`src/rtl/plic_lite_pkg.sv`:
```
// Shared definitions for plic_lite: gateway state, config target select
// encodings and the "no interrupt" ID.
package plic_lite_pkg;

  typedef enum logic [1:0] {
    GW_IDLE    = 2'd0,
    GW_PENDING = 2'd1,
    GW_CLAIMED = 2'd2
  } gw_state_e;

  localparam logic [1:0] CFG_PRIO = 2'd0;
  localparam logic [1:0] CFG_EN   = 2'd1;
  localparam logic [1:0] CFG_THR  = 2'd2;

  localparam int unsigned ID_NONE = 0;

endpackage

```
`src/rtl/plic_lite_if.sv`:
```
// Config write, claim and completion signals of plic_lite; the hart-side
// agent is the master, the controller is the slave.
interface plic_lite_if #(
  parameter int NUM_SRC = 8,
  parameter int PRIO_W  = 3
);
  localparam int ID_W = $clog2(NUM_SRC + 1);

  logic              cfg_we;
  logic [1:0]        cfg_sel;
  logic [ID_W-1:0]   cfg_id;
  logic [PRIO_W-1:0] cfg_data;
  logic              claim_req;
  logic              claim_valid;
  logic [ID_W-1:0]   claim_id;
  logic              complete_valid;
  logic [ID_W-1:0]   complete_id;

  modport master (
    output cfg_we, cfg_sel, cfg_id, cfg_data, claim_req, complete_valid, complete_id,
    input  claim_valid, claim_id
  );

  modport slave (
    input  cfg_we, cfg_sel, cfg_id, cfg_data, claim_req, complete_valid, complete_id,
    output claim_valid, claim_id
  );
endinterface

```
`src/rtl/plic_lite_gateway.sv`:
```
// Per-source interrupt gateway (IDLE/PENDING/CLAIMED). Edge detection and
// re-arm are built only when PLIC_EDGE_EN is defined; otherwise level-only.
module plic_gateway
  import plic_lite_pkg::*;
(
  input  logic clk,
  input  logic rst_n,
  input  logic i_src,
  input  logic i_edge,
  input  logic i_claim,
  input  logic i_complete,
  output logic o_pending
);

  gw_state_e r_state;
  logic      w_trig;
  logic      w_reopen;

`ifdef PLIC_EDGE_EN
  logic r_src_d;
  logic r_rearm;
  logic w_rise;

  assign w_rise   = i_src & ~r_src_d;
  assign w_trig   = i_edge ? w_rise : i_src;
  // an edge arriving in the completion cycle itself also re-arms
  assign w_reopen = i_edge & (r_rearm | w_rise);

  always_ff @(posedge clk or negedge rst_n) begin
    if (!rst_n) begin
      r_src_d <= 1'b0;
      r_rearm <= 1'b0;
    end else begin
      r_src_d <= i_src;
      if (r_state == GW_CLAIMED) begin
        if (i_complete)
          r_rearm <= 1'b0;
        else if (i_edge && w_rise)
          r_rearm <= 1'b1;
      end
    end
  end
`else
  logic w_unused_edge;

  assign w_unused_edge = i_edge;
  assign w_trig        = i_src;
  assign w_reopen      = 1'b0;
`endif

  always_ff @(posedge clk or negedge rst_n) begin
    if (!rst_n) begin
      r_state <= GW_IDLE;
    end else begin
      case (r_state)
        GW_IDLE:    if (w_trig) r_state <= GW_PENDING;
        GW_PENDING: if (i_claim) r_state <= GW_CLAIMED;
        GW_CLAIMED: if (i_complete) r_state <= w_reopen ? GW_PENDING : GW_IDLE;
        default:    r_state <= GW_IDLE;
      endcase
    end
  end

  assign o_pending = (r_state == GW_PENDING);

endmodule

```
`src/rtl/plic_lite.sv`:
```
// Lightweight platform interrupt controller: per-source gateways, priority
// arbitration, claim/complete. Optional edge mode via PLIC_EDGE_EN.
module plic_lite
  import plic_lite_pkg::*;
#(
  parameter int NUM_SRC = 8,
  parameter int PRIO_W  = 3
) (
  input  logic               clk,
  input  logic               rst_n,
  input  logic [NUM_SRC-1:0] src_irq,
  input  logic [NUM_SRC-1:0] src_edge,
  plic_lite_if.slave         bus,
  output logic               ext_irq
);

  localparam int ID_W = $clog2(NUM_SRC + 1);

  logic [PRIO_W-1:0] r_prio [NUM_SRC];
  logic [NUM_SRC-1:0] r_en;
  logic [PRIO_W-1:0] r_thr;

  logic [NUM_SRC-1:0] w_pending;
  logic [NUM_SRC-1:0] w_claim_hit;
  logic [NUM_SRC-1:0] w_cmpl_hit;
  logic [ID_W-1:0]    w_best_id;
  logic [PRIO_W-1:0]  w_best_prio;

  logic [ID_W-1:0]    r_best_id_p1;
  logic               r_ext_irq_p1;
  logic               r_claim_vld_p1;
  logic [ID_W-1:0]    r_claim_id_p1;

  always_ff @(posedge clk or negedge rst_n) begin
    if (!rst_n) begin
      for (int i = 0; i < NUM_SRC; i++) r_prio[i] <= '0;
      r_en  <= '0;
      r_thr <= '0;
    end else if (bus.cfg_we) begin
      for (int i = 0; i < NUM_SRC; i++) begin
        if (bus.cfg_id == ID_W'(i + 1)) begin
          if (bus.cfg_sel == CFG_PRIO) r_prio[i] <= bus.cfg_data;
          if (bus.cfg_sel == CFG_EN)   r_en[i]   <= bus.cfg_data[0];
        end
      end
      if (bus.cfg_sel == CFG_THR) r_thr <= bus.cfg_data;
    end
  end

  for (genvar g = 0; g < NUM_SRC; g++) begin : g_gw
    assign w_claim_hit[g] = bus.claim_req && (r_best_id_p1 == ID_W'(g + 1));
    assign w_cmpl_hit[g]  = bus.complete_valid && (bus.complete_id == ID_W'(g + 1));

    plic_gateway u_gw (
      .clk        (clk),
      .rst_n      (rst_n),
      .i_src      (src_irq[g]),
      .i_edge     (src_edge[g]),
      .i_claim    (w_claim_hit[g]),
      .i_complete (w_cmpl_hit[g]),
      .o_pending  (w_pending[g])
    );
  end

  // p0: arbitration; the source handed out this cycle is already excluded so
  // a back-to-back claim sees the next winner
  always_comb begin
    w_best_id   = ID_W'(ID_NONE);
    w_best_prio = '0;
    for (int i = 0; i < NUM_SRC; i++) begin
      if (w_pending[i] && !w_claim_hit[i] && r_en[i] &&
          (r_prio[i] > r_thr) && (r_prio[i] > w_best_prio)) begin
        w_best_id   = ID_W'(i + 1);
        w_best_prio = r_prio[i];
      end
    end
  end

  // p1: registered winner, interrupt line and claim response
  always_ff @(posedge clk or negedge rst_n) begin
    if (!rst_n) begin
      r_best_id_p1   <= ID_W'(ID_NONE);
      r_ext_irq_p1   <= 1'b0;
      r_claim_vld_p1 <= 1'b0;
      r_claim_id_p1  <= ID_W'(ID_NONE);
    end else begin
      r_best_id_p1   <= w_best_id;
      r_ext_irq_p1   <= (w_best_id != ID_W'(ID_NONE));
      r_claim_vld_p1 <= bus.claim_req;
      r_claim_id_p1  <= bus.claim_req ? r_best_id_p1 : ID_W'(ID_NONE);
    end
  end

  assign bus.claim_valid = r_claim_vld_p1;
  assign bus.claim_id    = r_claim_id_p1;
  assign ext_irq         = r_ext_irq_p1;

endmodule

```
`src/flat_wrapper.sv`:
```
// flat-port wrapper written by rule: the top's interface ports become plain ports
module plic_lite_flat import plic_lite_pkg::*;
#(
  parameter int NUM_SRC = 8,
  parameter int PRIO_W  = 3
)
  (clk, rst_n, src_irq, src_edge, ext_irq, bus_cfg_we, bus_cfg_sel, bus_cfg_id, bus_cfg_data, bus_claim_req, bus_complete_valid, bus_complete_id, bus_claim_valid, bus_claim_id);
  plic_lite_if #(.NUM_SRC(NUM_SRC), .PRIO_W(PRIO_W)) bus_i ();
  input  logic clk;
  input  logic rst_n;
  input  logic [NUM_SRC-1:0] src_irq;
  input  logic [NUM_SRC-1:0] src_edge;
  output logic ext_irq;
  input wire logic [$bits(bus_i.cfg_we)-1:0] bus_cfg_we;
  input wire logic [$bits(bus_i.cfg_sel)-1:0] bus_cfg_sel;
  input wire logic [$bits(bus_i.cfg_id)-1:0] bus_cfg_id;
  input wire logic [$bits(bus_i.cfg_data)-1:0] bus_cfg_data;
  input wire logic [$bits(bus_i.claim_req)-1:0] bus_claim_req;
  input wire logic [$bits(bus_i.complete_valid)-1:0] bus_complete_valid;
  input wire logic [$bits(bus_i.complete_id)-1:0] bus_complete_id;
  output wire logic [$bits(bus_i.claim_valid)-1:0] bus_claim_valid;
  output wire logic [$bits(bus_i.claim_id)-1:0] bus_claim_id;
  assign bus_i.cfg_we = bus_cfg_we;
  assign bus_i.cfg_sel = bus_cfg_sel;
  assign bus_i.cfg_id = bus_cfg_id;
  assign bus_i.cfg_data = bus_cfg_data;
  assign bus_i.claim_req = bus_claim_req;
  assign bus_i.complete_valid = bus_complete_valid;
  assign bus_i.complete_id = bus_complete_id;
  assign bus_claim_valid = bus_i.claim_valid;
  assign bus_claim_id = bus_i.claim_id;
  plic_lite #(.NUM_SRC(NUM_SRC), .PRIO_W(PRIO_W)) u_core (.clk(clk), .rst_n(rst_n), .src_irq(src_irq), .src_edge(src_edge), .bus(bus_i), .ext_irq(ext_irq));
endmodule
```
`config.mk`:
```
export PLATFORM = sky130hd
export DESIGN_NAME = plic_lite_flat
export DESIGN_NICKNAME = d
export VERILOG_FILES = /design/src/rtl/plic_lite_pkg.sv /design/src/rtl/plic_lite_if.sv /design/src/rtl/plic_lite_gateway.sv /design/src/rtl/plic_lite.sv /design/src/flat_wrapper.sv
export SDC_FILE = /design/constraint.sdc
export NUM_CORES = 1
export LEC_CHECK = 0
export ABC_AREA = 1
export CORE_UTILIZATION = 45
export CTS_BUF_LIST = sky130_fd_sc_hd__clkbuf_8 sky130_fd_sc_hd__clkbuf_16
export DETAILED_ROUTE_END_ITERATION = 16
export GPL_TIMING_DRIVEN = 0
export PLACE_DENSITY = 0.7
export SLEW_MARGIN = 5
export SYNTH_ARGS = -nofsm -noshare
export SYNTH_HDL_FRONTEND = slang
export SYNTH_SLANG_ARGS = --single-unit
export TNS_END_PERCENT = 1
```
`constraint.sdc`:
```
create_clock -name clk -period 21.9 [get_ports clk]
set_clock_uncertainty 0.15 [all_clocks]
set_input_delay 4.38 -clock clk [delete_from_list [all_inputs] [get_ports clk]]
set_output_delay 4.38 -clock clk [all_outputs]
set_load 0.01 [all_outputs]
```
==> results of run 1 <==
-- state kept, by name, indices dropped and copies added (netlist names) --
signal,cells
u_core.r_prio,24
u_core.g_gw.u_gw.r_state,16
u_core.ext_irq,1
u_core.bus.claim_valid,1
u_core.r_best_id_p1,4
u_core.bus.claim_id,4
u_core.r_en,8
u_core.r_thr,3
-- final timing paths --
| path | start | end | cells after the start |
|---|---|---|---|
| setup reg to reg | u_core.r_thr[2] | u_core.r_best_id_p1[2] | 57 |
| setup / recovery | bus_claim_req | u_core.r_best_id_p1[2] | 57 |
| hold reg to reg | u_core.r_prio[18] | u_core.r_prio[18] | 2 |
| hold / removal | u_core.r_prio[18] | u_core.r_prio[18] | 2 |
| max in group asynchronous | rst_n | u_core.r_prio[2] | 1 |
| min in group asynchronous | rst_n | u_core.g_gw[2].u_gw.r_state[1] | 1 |
-- logic make-up after synthesis --
logic type	Yosys count	share of synthesized area (%)
AOI/OAI and AO/OA	80	11.64
adders and majority gates	41	12.90
buffers and inverters	66	6.419
DFF	61	38.39
and+or+nand+nor	260	30.65
-- power by group through the flow --
stage / clock (uW) / sequential, uW / combinational (uW)
2_1_floorplan: 0 / 143 / 79.5
6_report: 89.9 / 145 / 109
5_1_grt: 96.9 / 147 / 128
4_1_cts: 92.1 / 145 / 110
3_5_place_dp: 0 / 147 / 109
3_3_place_gp: 0 / 146 / 104
-- stage by stage --
step                util, %  std cells  cell area (um^2)
global placement      52.71        644              4418
finish                54.77        660              4591
floorplan                 -        508              3976
detailed placement    52.68        644              4415
CTS                   54.77        660              4591
global route          54.77        660              4591
-- Yosys cell counts, drive strengths merged --
library cell	count	area (um^2)
o21ai	46	230.2
a21oi	12	63.81
nand4	8	50.05
clkbuf	1	3.750
a211oi	4	30.03
o311ai	4	35.03
nand3b	3	22.52
ha	41	513.0
a21boi	1	7.510
a311oi	1	8.760
nand2	126	510.5
nand3	53	315.3
o31ai	5	37.54
a31oi	3	18.77
a22oi	1	7.510
a31o	1	8.760
or2	6	37.53
nor3	6	35.03
and2	4	25.02
nor2	53	216.5
buf	1	11.26
dfrtp	61	1526
o211ai	1	7.510
inv	64	240.2
nor4	1	6.260
o21a	1	7.510
-- layer usage --
layer  vias to the layer above  wire [um]  part of all wire [%]
li1                       1781          -                     -
met1                      1592       4217                    47
met2                        79       4098                    46
met3                        20        431                   4.8
met4                         0        221                   2.5
met5                         -          0                     0
-- worst min-delay path, cell delays in order, from the launching register on --
cell and delay (ns):
dfrtp_1 0.34, nand2_1 0.05, o21ai_0 0.06
-- area by class of cell --
cell class                 instances  area [um^2]
fill                             792         3791
tap                              105        131.4
clock inverter                     7        51.30
sequential                        61         1526
timing repair buffer              31        307.8
inverter                          64        240.2
buffer                             2        15.01
clock buffer                       9        123.9
multi-input combinational        381         2195
==> results by group, run 1 <==
Outcome
  – Status: finished clean

Global routing
  – First-pass GRT wire length: 15.48 mm
  – Largest net degree at the start of global routing: 62
  – Tot GR Track Use: 22.23%
  – Met2 track demand over resource: a little under two fifths
  – Gr ovfl total: 0
  – M1 GR Usage: approximately 28%
  – Routing usage on met3: around 4.0%
  – GRT busiest layer: met2
  – Vias in the first global route: 3390
  – Antenna violations before repair: 0

Worst setup path
  – Critical-path maximum fanout: 9
  – Most frequent CP cell: nand2_1
  – CP peak stage delay: between 0.8 and 0.9 ns
  – CP startpoint kind: primary input
  – CP Capture Type: register
  – Worst reg-to-reg setup slack: 11.80 ns
  – Slowest cell on crit path: nor4_1
  – WP data arrival: around 14 ns
  – Cell family with most CP delay: simple AND/OR/NAND/NOR gates
  – Crit path required time: 21.99 ns
  – Worst path bufs/invs: 7
  – Kind of critical path: in -> reg

Clocking
  – Total setup buffers inserted after CTS: 0
  – Worst-path clk slew: around 0.07 ns
  – CTS Root Buffer Type: clkbuf_8
  – CTS resizes: 0
  – Cts bufs inserted: 9
  – CTS tree: yes
  – Clock Sinks: 61
  – Post-CTS Hold Buffers: 0
  – Clock Path Buffers: 2
  – H-Tree Depth: 3
  – Worst-Skew Late Latency: roughly 0.35 ns

STA
  – Fmax: approximately 73 MHz
  – Final worst setup slack: slightly above 8 ns
  – Endpoints failing hold: 0
  – Worst rel slew slack: 32.21%
  – Unrepaired setup endpoints after global routing: no
  – Worst-margin pin slew: between 1 and 1.5 ns
  – Slew Viols, Final: 0
  – Final hold slack: 0.3396 ns
  – Post-layout minimum cycle time: 13.71 ns
  – Setup TNS: 0 ns
  – Final setup viols: 0
  – Fin crit share: a little over three fifths

Drt
  – Vias after detailed routing: around 3500
  – Iteration-0 DRC Markers: approximately 160
  – Vias per cell: between 5 and 6
  – DRT Wirelength: 8.969 mm
  – DRC: 0
  – First drt pass iteration count: 5
  – WL/cell: around 14 um
  – Final ANT Viol Nets: 0

Final layout
  – Synth-to-Final Area Change: 15.45%
  – Share of cells above drive strength 1: about a tenth
  – Fin nets: approximately 630
  – Commonest cells after routing, fill and taps aside: 115 x nand2_1, 62 x inv_1, 61 x dfrtp_1, 46 x nor2_1, 46 x nand3_1
  – Commonest non-fill, non-tap cell in the layout: nand2_1
  – # diodes: 0

Placement
  – Dpl ws: just under 8 ns
  – Routability cong.: between 0.8 and 0.9
  – DP Wirelength: roughly 6.8 mm
  – I/O Buffers: 31

Die
  – DIE AREA: between 9000 and 10000 um^2
  – Die span in x: 96 um
  – Cell Rows: 33
  – Starting Density: roughly 47%
  – Core area: roughly 8400 um^2
  – Die height: 96 um
  – # IOs: 40

Min path
  – HP Class: reg -> reg

Power and ir drop
  – Leakage: about 0.0023 uW
  – Clock share of power: 26.1%
  – Pint: approximately 220 uW
  – Sequential power share: between 40 and 50%
  – Comb pwr share: a little under a third
  – Max IR drop VDD: between 40 and 50 uV
  – Switching Share: around 37%
  – Power after layout: between 300 and 400 uW
  – Cell Pwr Density: roughly 75 nW/um^2
  – Psw: around 130 uW

Flow run
  – Max cap viols: 0

Synth
  – Mapped Cells: 508
  – Seq/Total Area, Yosys: 38.39%
  – Post-Syn Nets: around 580
  – Average cell area after synthesis: 7.827 um^2
  – Yosys cell types: 36
  – #FFs+latches synth: between 60 and 70
  – Synthesized cell area: roughly 4000 um^2
  – Synth warn: 0
Note: power is estimated with default switching activity, not from simulation.
==> inputs of run 2 (changes only) <==
--- a/config.mk
+++ b/config.mk
@@ -10,7 +10,7 @@
 export CTS_BUF_LIST = sky130_fd_sc_hd__clkbuf_8 sky130_fd_sc_hd__clkbuf_16
 export DETAILED_ROUTE_END_ITERATION = 16
 export GPL_TIMING_DRIVEN = 0
-export PLACE_DENSITY = 0.7
+export PLACE_DENSITY = 0.73
 export SLEW_MARGIN = 5
 export SYNTH_ARGS = -nofsm -noshare
 export SYNTH_HDL_FRONTEND = slang
==> constraint.sdc (replaced) <==
create_clock -name clk -period 11.2 [get_ports clk]
set_clock_uncertainty 0.15 [all_clocks]
set_input_delay 2.24 -clock clk [delete_from_list [all_inputs] [get_ports clk]]
set_output_delay 2.24 -clock clk [all_outputs]
set_load 0.01 [all_outputs]
==> results by group, run 2 (synthesized netlist as in run 1, its figures left out) <==
Worst setup path
  – Critical-path maximum fanout: 8 (was 9)
  – CP startpoint kind: primary input (unchanged)
  – WP data arrival: 10.47 ns (was 13.80 ns)
  – Most frequent CP cell: nand2_1 (unchanged)
  – CP Capture Type: register (unchanged)
  – Reg2reg path depth: 65 (was 57)
  – Crit path required time: 11.28 ns (was 21.99 ns)
  – CP peak stage delay: 0.32 ns (was 0.87 ns)
  – Kind of critical path: in -> reg (unchanged)
  – Slowest cell on crit path: or2_2 (was nor4_1)

Clocking
  – Worst-path clk slew: 0.07 ns (about the same)
  – Worst-Skew Late Latency: 0.33 ns (was 0.35 ns)
  – Cts bufs inserted: 9 (unchanged)
  – Clock Sinks: 61 (unchanged)
  – H-Tree Depth: 3 (unchanged)
  – Clock Path Buffers: 2 (unchanged)
  – CTS Root Buffer Type: clkbuf_8 (unchanged)
  – CTS tree: yes (unchanged)

Power and ir drop
  – Clock share of power: 25.1% (was 26.1%)
  – Switching Share: 37.44% (was 37.29%)
  – Leakage: 0.002351 uW (was 0.002295 uW)
  – Sequential power share: 41.8% (was 42.2%)
  – Psw: 255.8 uW (was 128.4 uW)
  – Cell Pwr Density: 143.9 nW/um^2 (was 75.02 nW/um^2)
  – Pint: 427.4 uW (was 216.0 uW)
  – Power after layout: 683.1 uW (was 344.4 uW)
  – Max IR drop VDD: 86.68 uV (was 41.97 uV)
  – Comb pwr share: 33.1% (was 31.7%)

Placement
  – I/O Buffers: 31 (unchanged)
  – Routability cong.: 0.8243 (was 0.8198)
  – Placed Cells: 644 (unchanged)
  – DP Wirelength: 6.737 mm (was 6.798 mm)
  – Dpl ws: -0.6126 ns (was 7.883 ns)

Final layout
  – Non-Filler Instances: 668 (was 660)
  – Multi-input logic area: 2287 um^2 (was 2195 um^2)
  – Fin nets: 633 (was 625)
  – Synth-to-Final Area Change: 19.35% (was 15.45%)
  – Commonest cells after routing, fill and taps aside: 112 x nand2_1, 61 x inv_1, 61 x dfrtp_1, 46 x nor2_1, 45 x nand3_1 (was 115 x nand2_1, 62 x inv_1, 61 x dfrtp_1, 46 x nor2_1, 46 x nand3_1)
  – Post-layout util: 56.62% (was 54.77%)
  – # diodes: 0 (unchanged)
  – Top reg by flops: u_core.r_prio (unchanged)
  – Largest register FFs: 24 (unchanged)
  – Share of cells above drive strength 1: 13.14% (was 9.369%)
  – FF/Latch Area: 1526 um^2 (unchanged)
  – Commonest non-fill, non-tap cell in the layout: nand2_1 (unchanged)
  – Biggest registers after layout: u_core.r_prio (24), u_core.g_gw.u_gw.r_state (16), u_core.r_en (8) (unchanged)
  – Number of fill cells: 767 (was 792)

Global routing
  – Vias in the first global route: 3392 (was 3390)
  – Tot GR Track Use: 21.72% (was 22.23%)
  – Gr ovfl total: 0 (unchanged)
  – First-pass GRT wire length: 15.24 mm (was 15.48 mm)
  – Antenna violations before repair: 0 (unchanged)
  – Largest net degree at the start of global routing: 62 (unchanged)

Die
  – Starting Density: 47.44% (unchanged)
  – Die span in x: 96 um (unchanged)
  – Cell Rows: 33 (unchanged)
  – Core area: 8382 um^2 (unchanged)
  – # IOs: 40 (unchanged)
  – Die height: 96 um (unchanged)
  – DIE AREA: 9216 um^2 (unchanged)

STA
  – Fin crit share: between 90% and 100%
  – Slew Viols, Final: 0 (unchanged)
  – Unrepaired setup endpoints after global routing: no (unchanged)
  – Final hold slack: 0.3427 ns (was 0.3396 ns)
  – Final worst setup slack: 0.8061 ns (was 8.186 ns)
  – Final setup viols: 0 (unchanged)
  – Endpoints failing hold: 0 (unchanged)
  – Fmax: between 90 and 100 MHz
  – Worst-margin pin slew: 0.7646 ns (was 1.008 ns)
  – Post-layout minimum cycle time: 10.39 ns
  – Worst rel slew slack: 49.03% (was 32.21%)

Drt
  – Iteration-0 DRC Markers: 220 (was 164)
  – Vias after detailed routing: 3579 (was 3472)
  – DRC: 0 (unchanged)
  – Final ANT Viol Nets: 0 (unchanged)
  – First drt pass iteration count: 6 (was 5)
  – DRT Wirelength: 9.187 mm (was 8.969 mm)
  – WL/cell: 13.75 um (was 13.59 um)
  – Vias per cell: 5.358 (was 5.261)

Min path
  – HP Class: reg -> reg (unchanged)
  – Cells on Worst Hold Path: 2 (unchanged)

Outcome
  – Status: finished clean (unchanged)

Flow run
  – Max cap viols: 0 (unchanged)
-- run 2: power groups by stage --
stage	Combinational [uW]	Sequential, uW	Clock (uW)
global placement	202	286	0
finish	226	286	171
CTS	219	284	176
floorplan	156	279	0
detailed placement	214	288	0
global route	262	290	185
-- run 2: cell type report --
| class | instances | area share, % |
|---|---|---|
| Buffer | 2 | 0.3164 |
| Clock buffer | 9 | 2.610 |
| Clock inverter | 7 | 1.081 |
| Inverter | 64 | 5.062 |
| Multi-Input combinational cell | 381 | 48.19 |
| Sequential cell | 61 | 32.16 |
| Tap cell | 105 | 2.768 |
| Timing Repair Buffer | 39 | 7.804 |
-- run 2: path summary, 6_finish.rpt --
kind | from | endpoint | slack, ns
max | bus_claim_req | u_core.r_best_id_p1[2] | 0.81
min | u_core.r_en[4] | u_core.r_en[4] | 0.34
max reg2reg | u_core.r_thr[2] | u_core.r_best_id_p1[2] | 2.00
min reg2reg | u_core.r_en[4] | u_core.r_en[4] | 0.34
max in group asynchronous | rst_n | u_core.r_prio[6] | 8.57
min in group asynchronous | rst_n | u_core.g_gw[2].u_gw.r_state[0] | 1.82
-- run 2: what timing repair did --
| action | 4_1_cts | 5_1_grt |
|---|---|---|
| resized for setup | 2 | 19 |
| setup endpoints to repair | 5 | 5 |
| hold buffers | 0 | 0 |
| gates cloned | 0 | 0 |
| pin swaps | 0 | 19 |
| setup buffers | 0 | 8 |
-- run 2: metrics by stage --
step	TNS (ns)	cell area, um^2
after floorplan	0	3976
after global placement	-1.743	4418
after detailed placement	-2.713	4415
after CTS	0	4606
after global routing	0	4746
final	0	4746
-- run 2: metal layers --
metal | wire (um) | up-vias | track usage, % | share of wire (%)
met5 | 0 | - | 0 | 0
met4 | 177 | 0 | 7.338 | 1.9
met3 | 364 | 21 | 3.397 | 4.0
met2 | 4393 | 87 | 37.23 | 48
met1 | 4251 | 1665 | 27.77 | 46
li1 | - | 1806 | - | -
-- run 2: worst max-delay path: cells and delay by family --
family	cells	cell delay (ns)
and+or+nand+nor	45	4.95
AOI/OAI and AO/OA	4	0.53
buffers and inverters	9	0.93
adders and majority gates	7	1.79
==> inputs of run 3 (changes only) <==
--- a/config.mk
+++ b/config.mk
@@ -6,6 +6,7 @@
 export NUM_CORES = 1
 export LEC_CHECK = 0
 export ABC_AREA = 1
+export CORE_MARGIN = 2
 export CORE_UTILIZATION = 45
 export CTS_BUF_LIST = sky130_fd_sc_hd__clkbuf_8 sky130_fd_sc_hd__clkbuf_16
 export DETAILED_ROUTE_END_ITERATION = 16
==> results by group, run 3 (synthesized netlist as in run 1, its figures left out) <==
Global routing
  – Tot GR Track Use: 19.68% (was 21.72%)
  – Largest net degree at the start of global routing: 62 (unchanged)
  – Vias in the first global route: 3334 (was 3392)
  – First-pass GRT wire length: 15.32 mm (was 15.24 mm)
  – Gr ovfl total: 0 (unchanged)
  – Antenna violations before repair: 0 (unchanged)

Final layout
  – Commonest non-fill, non-tap cell in the layout: nand2_1 (unchanged)
  – Synth-to-Final Area Change: 21.46% (was 19.35%)
  – Fin nets: 638 (was 633)
  – # diodes: 0 (unchanged)
  – Largest register FFs: 24 (unchanged)
  – Commonest cells after routing, fill and taps aside: 112 x nand2_1, 62 x inv_1, 61 x dfrtp_1, 45 x nor2_1, 44 x nand3_1 (was 112 x nand2_1, 61 x inv_1, 61 x dfrtp_1, 46 x nor2_1, 45 x nand3_1)
  – Share of cells above drive strength 1: 13.91% (was 13.14%)
  – Biggest registers after layout: u_core.r_prio (24), u_core.g_gw.u_gw.r_state (16), u_core.r_en (8) (unchanged)
  – Top reg by flops: u_core.r_prio (unchanged)

Worst setup path
  – Worst reg-to-reg setup slack: 1.65 ns (was 2.00 ns)
  – Reg2reg path depth: 59 (was 65)
  – Kind of critical path: in -> reg (unchanged)
  – Critical-path maximum fanout: 8 (unchanged)
  – Slowest cell on crit path: clkdlybuf4s50_1 (was or2_2)
  – CP peak stage delay: 0.44 ns (was 0.32 ns)
  – CP startpoint kind: primary input (unchanged)
  – Reg-to-Reg Start: u_core.r_thr[2] (unchanged)
  – CP Capture Type: register (unchanged)
  – Crit path required time: 11.27 ns (was 11.28 ns)
  – Most frequent CP cell: nand2_1 (unchanged)
  – Worst r2r dst: u_core.r_best_id_p1[1] (was u_core.r_best_id_p1[2])
  – WP data arrival: 11.03 ns (was 10.47 ns)

Min path
  – Cells on Worst Hold Path: 2 (unchanged)
  – Hold Path Origin: u_core.r_prio[0] (was u_core.r_en[4])
  – Hold Path End: u_core.r_prio[0] (was u_core.r_en[4])
  – HP Class: reg -> reg (unchanged)

Die
  – DIE AREA: 9604 um^2 (was 9216 um^2)
  – Core area: 8636 um^2 (was 8382 um^2)
  – Die height: 98 um (was 96 um)
  – # IOs: 40 (unchanged)
  – Die span in x: 98 um (was 96 um)
  – Starting Density: 46.04% (was 47.44%)
  – Cell Rows: 34 (was 33)

STA
  – Final hold slack: 0.3473 ns (was 0.3427 ns)
  – Fin crit share: 97.86% (was 92.80%)
  – Worst-margin pin slew: 0.7632 ns (was 0.7646 ns)
  – Slew Viols, Final: 0 (unchanged)
  – Post-layout minimum cycle time: 10.96 ns (was 10.39 ns)
  – Fmax: 91.24 MHz (was 96.21 MHz)
  – Worst rel slew slack: 48.73% (was 49.03%)
  – Final setup viols: 0 (unchanged)
  – Endpoints failing hold: 0 (unchanged)

Drt
  – Vias per cell: 5.311 (was 5.358)
  – First drt pass iteration count: 5 (was 6)
  – Vias after detailed routing: 3590 (was 3579)
  – DRC: 0 (unchanged)
  – Iteration-0 DRC Markers: 153 (was 220)
  – WL/cell: 14.04 um (was 13.75 um)
  – Final ANT Viol Nets: 0 (unchanged)
  – DRT Wirelength: 9.490 mm (was 9.187 mm)

Placement
  – I/O Buffers: 31 (unchanged)
  – Routability cong.: 0.8378 (was 0.8243)
  – DP Wirelength: 6.863 mm (was 6.737 mm)

Clocking
  – CTS Root Buffer Type: clkbuf_8 (unchanged)
  – Worst-path clk slew: 0.07 ns (about the same)
  – CTS tree: yes (unchanged)
  – Clock Sinks: 61 (unchanged)
  – H-Tree Depth: 3 (unchanged)
  – Post-CTS Hold Buffers: 0 (unchanged)
  – Worst-Skew Late Latency: 0.33 ns (about the same)
  – Cts bufs inserted: 9 (unchanged)
  – Clock Path Buffers: 2 (unchanged)

Outcome
  – Status: finished clean (unchanged)

Flow run
  – Max cap viols: 0 (unchanged)

Power and ir drop
  – Max IR drop VDD: 77.92 uV (was 86.68 uV)
  – Power after layout: 738.5 uW (was 683.1 uW)
  – Cell Pwr Density: 152.9 nW/um^2 (was 143.9 nW/um^2)
  – Leakage: 0.002391 uW (was 0.002351 uW)
==> run 3: power by group <==
part           total (uW)  switching, uW  internal, uW
clock network         221           85.3           136
logic                 232            136          95.9
registers             285           30.4           255
==> run 3: worst max path at each step <==
stage             startpoint                endpoint  slack, ns
3_3_place_gp   bus_claim_req  u_core.r_best_id_p1[2]      -0.44
4_1_cts        bus_claim_req          u_core.ext_irq       0.04
6_report       bus_claim_req  u_core.r_best_id_p1[1]       0.24
2_1_floorplan  bus_claim_req  u_core.r_best_id_p1[2]       0.98
3_5_place_dp   bus_claim_req          u_core.ext_irq      -0.69
5_1_grt        bus_claim_req  u_core.r_best_id_p1[1]      -0.23
==> run 3: through the flow <==
stage / setup slack (ns) / area (um^2) / cells / setup TNS [ns] / utilization [%]
after floorplan: 0.9763 / 3976 / 508 / 0 / -
after global placement: -0.4395 / 4422 / 647 / -1.857 / 51.20
after detailed placement: -0.6859 / 4419 / 647 / -3.100 / 51.17
after CTS: 0.04285 / 4661 / 663 / 0 / 53.97
after global routing: -0.2338 / 4830 / 676 / -0.9149 / 55.93
final: 0.2398 / 4830 / 676 / 0 / 55.93
==> run 3: area by class of cell <==
cell class / instances / area, um^2
Timing Repair Buffer: 44 / 405.4
Clock buffer: 11 / 151.4
Clock inverter: 5 / 75.07
Sequential cell: 61 / 1526
Inverter: 64 / 240.2
Fill cell: 807 / 3806
Buffer: 2 / 15.01
Tap cell: 108 / 135.1
Multi-Input combinational cell: 381 / 2281
==> run 3: what timing repair did <==
item / CTS / global route
setup endpoints to repair: 5 / 5
pin swaps: 1 / 12
cloned: 0 / 0
resized for setup: 2 / 19
buffers inserted: 0 / 13
==> run 3: worst max-delay path: cells and delay by family <==
family,cells,cell delay [ns]
adder cells (fa/ha/maj),7,1.94
buffers and inverters,6,0.99
AO/OA/AOI/OAI,5,0.82
AND/OR/NAND/NOR,41,5.05
==> run 3: metal layers <==
layer / vias to the layer above / global-route usage [%] / part of all wire (%)
met5: - / 0 / 0
li1: 1819 / - / -
met1: 1663 / 26.04 / 45
met3: 16 / 3.436 / 4.5
met4: 0 / 7.906 / 2.5
met2: 92 / 32.14 / 48
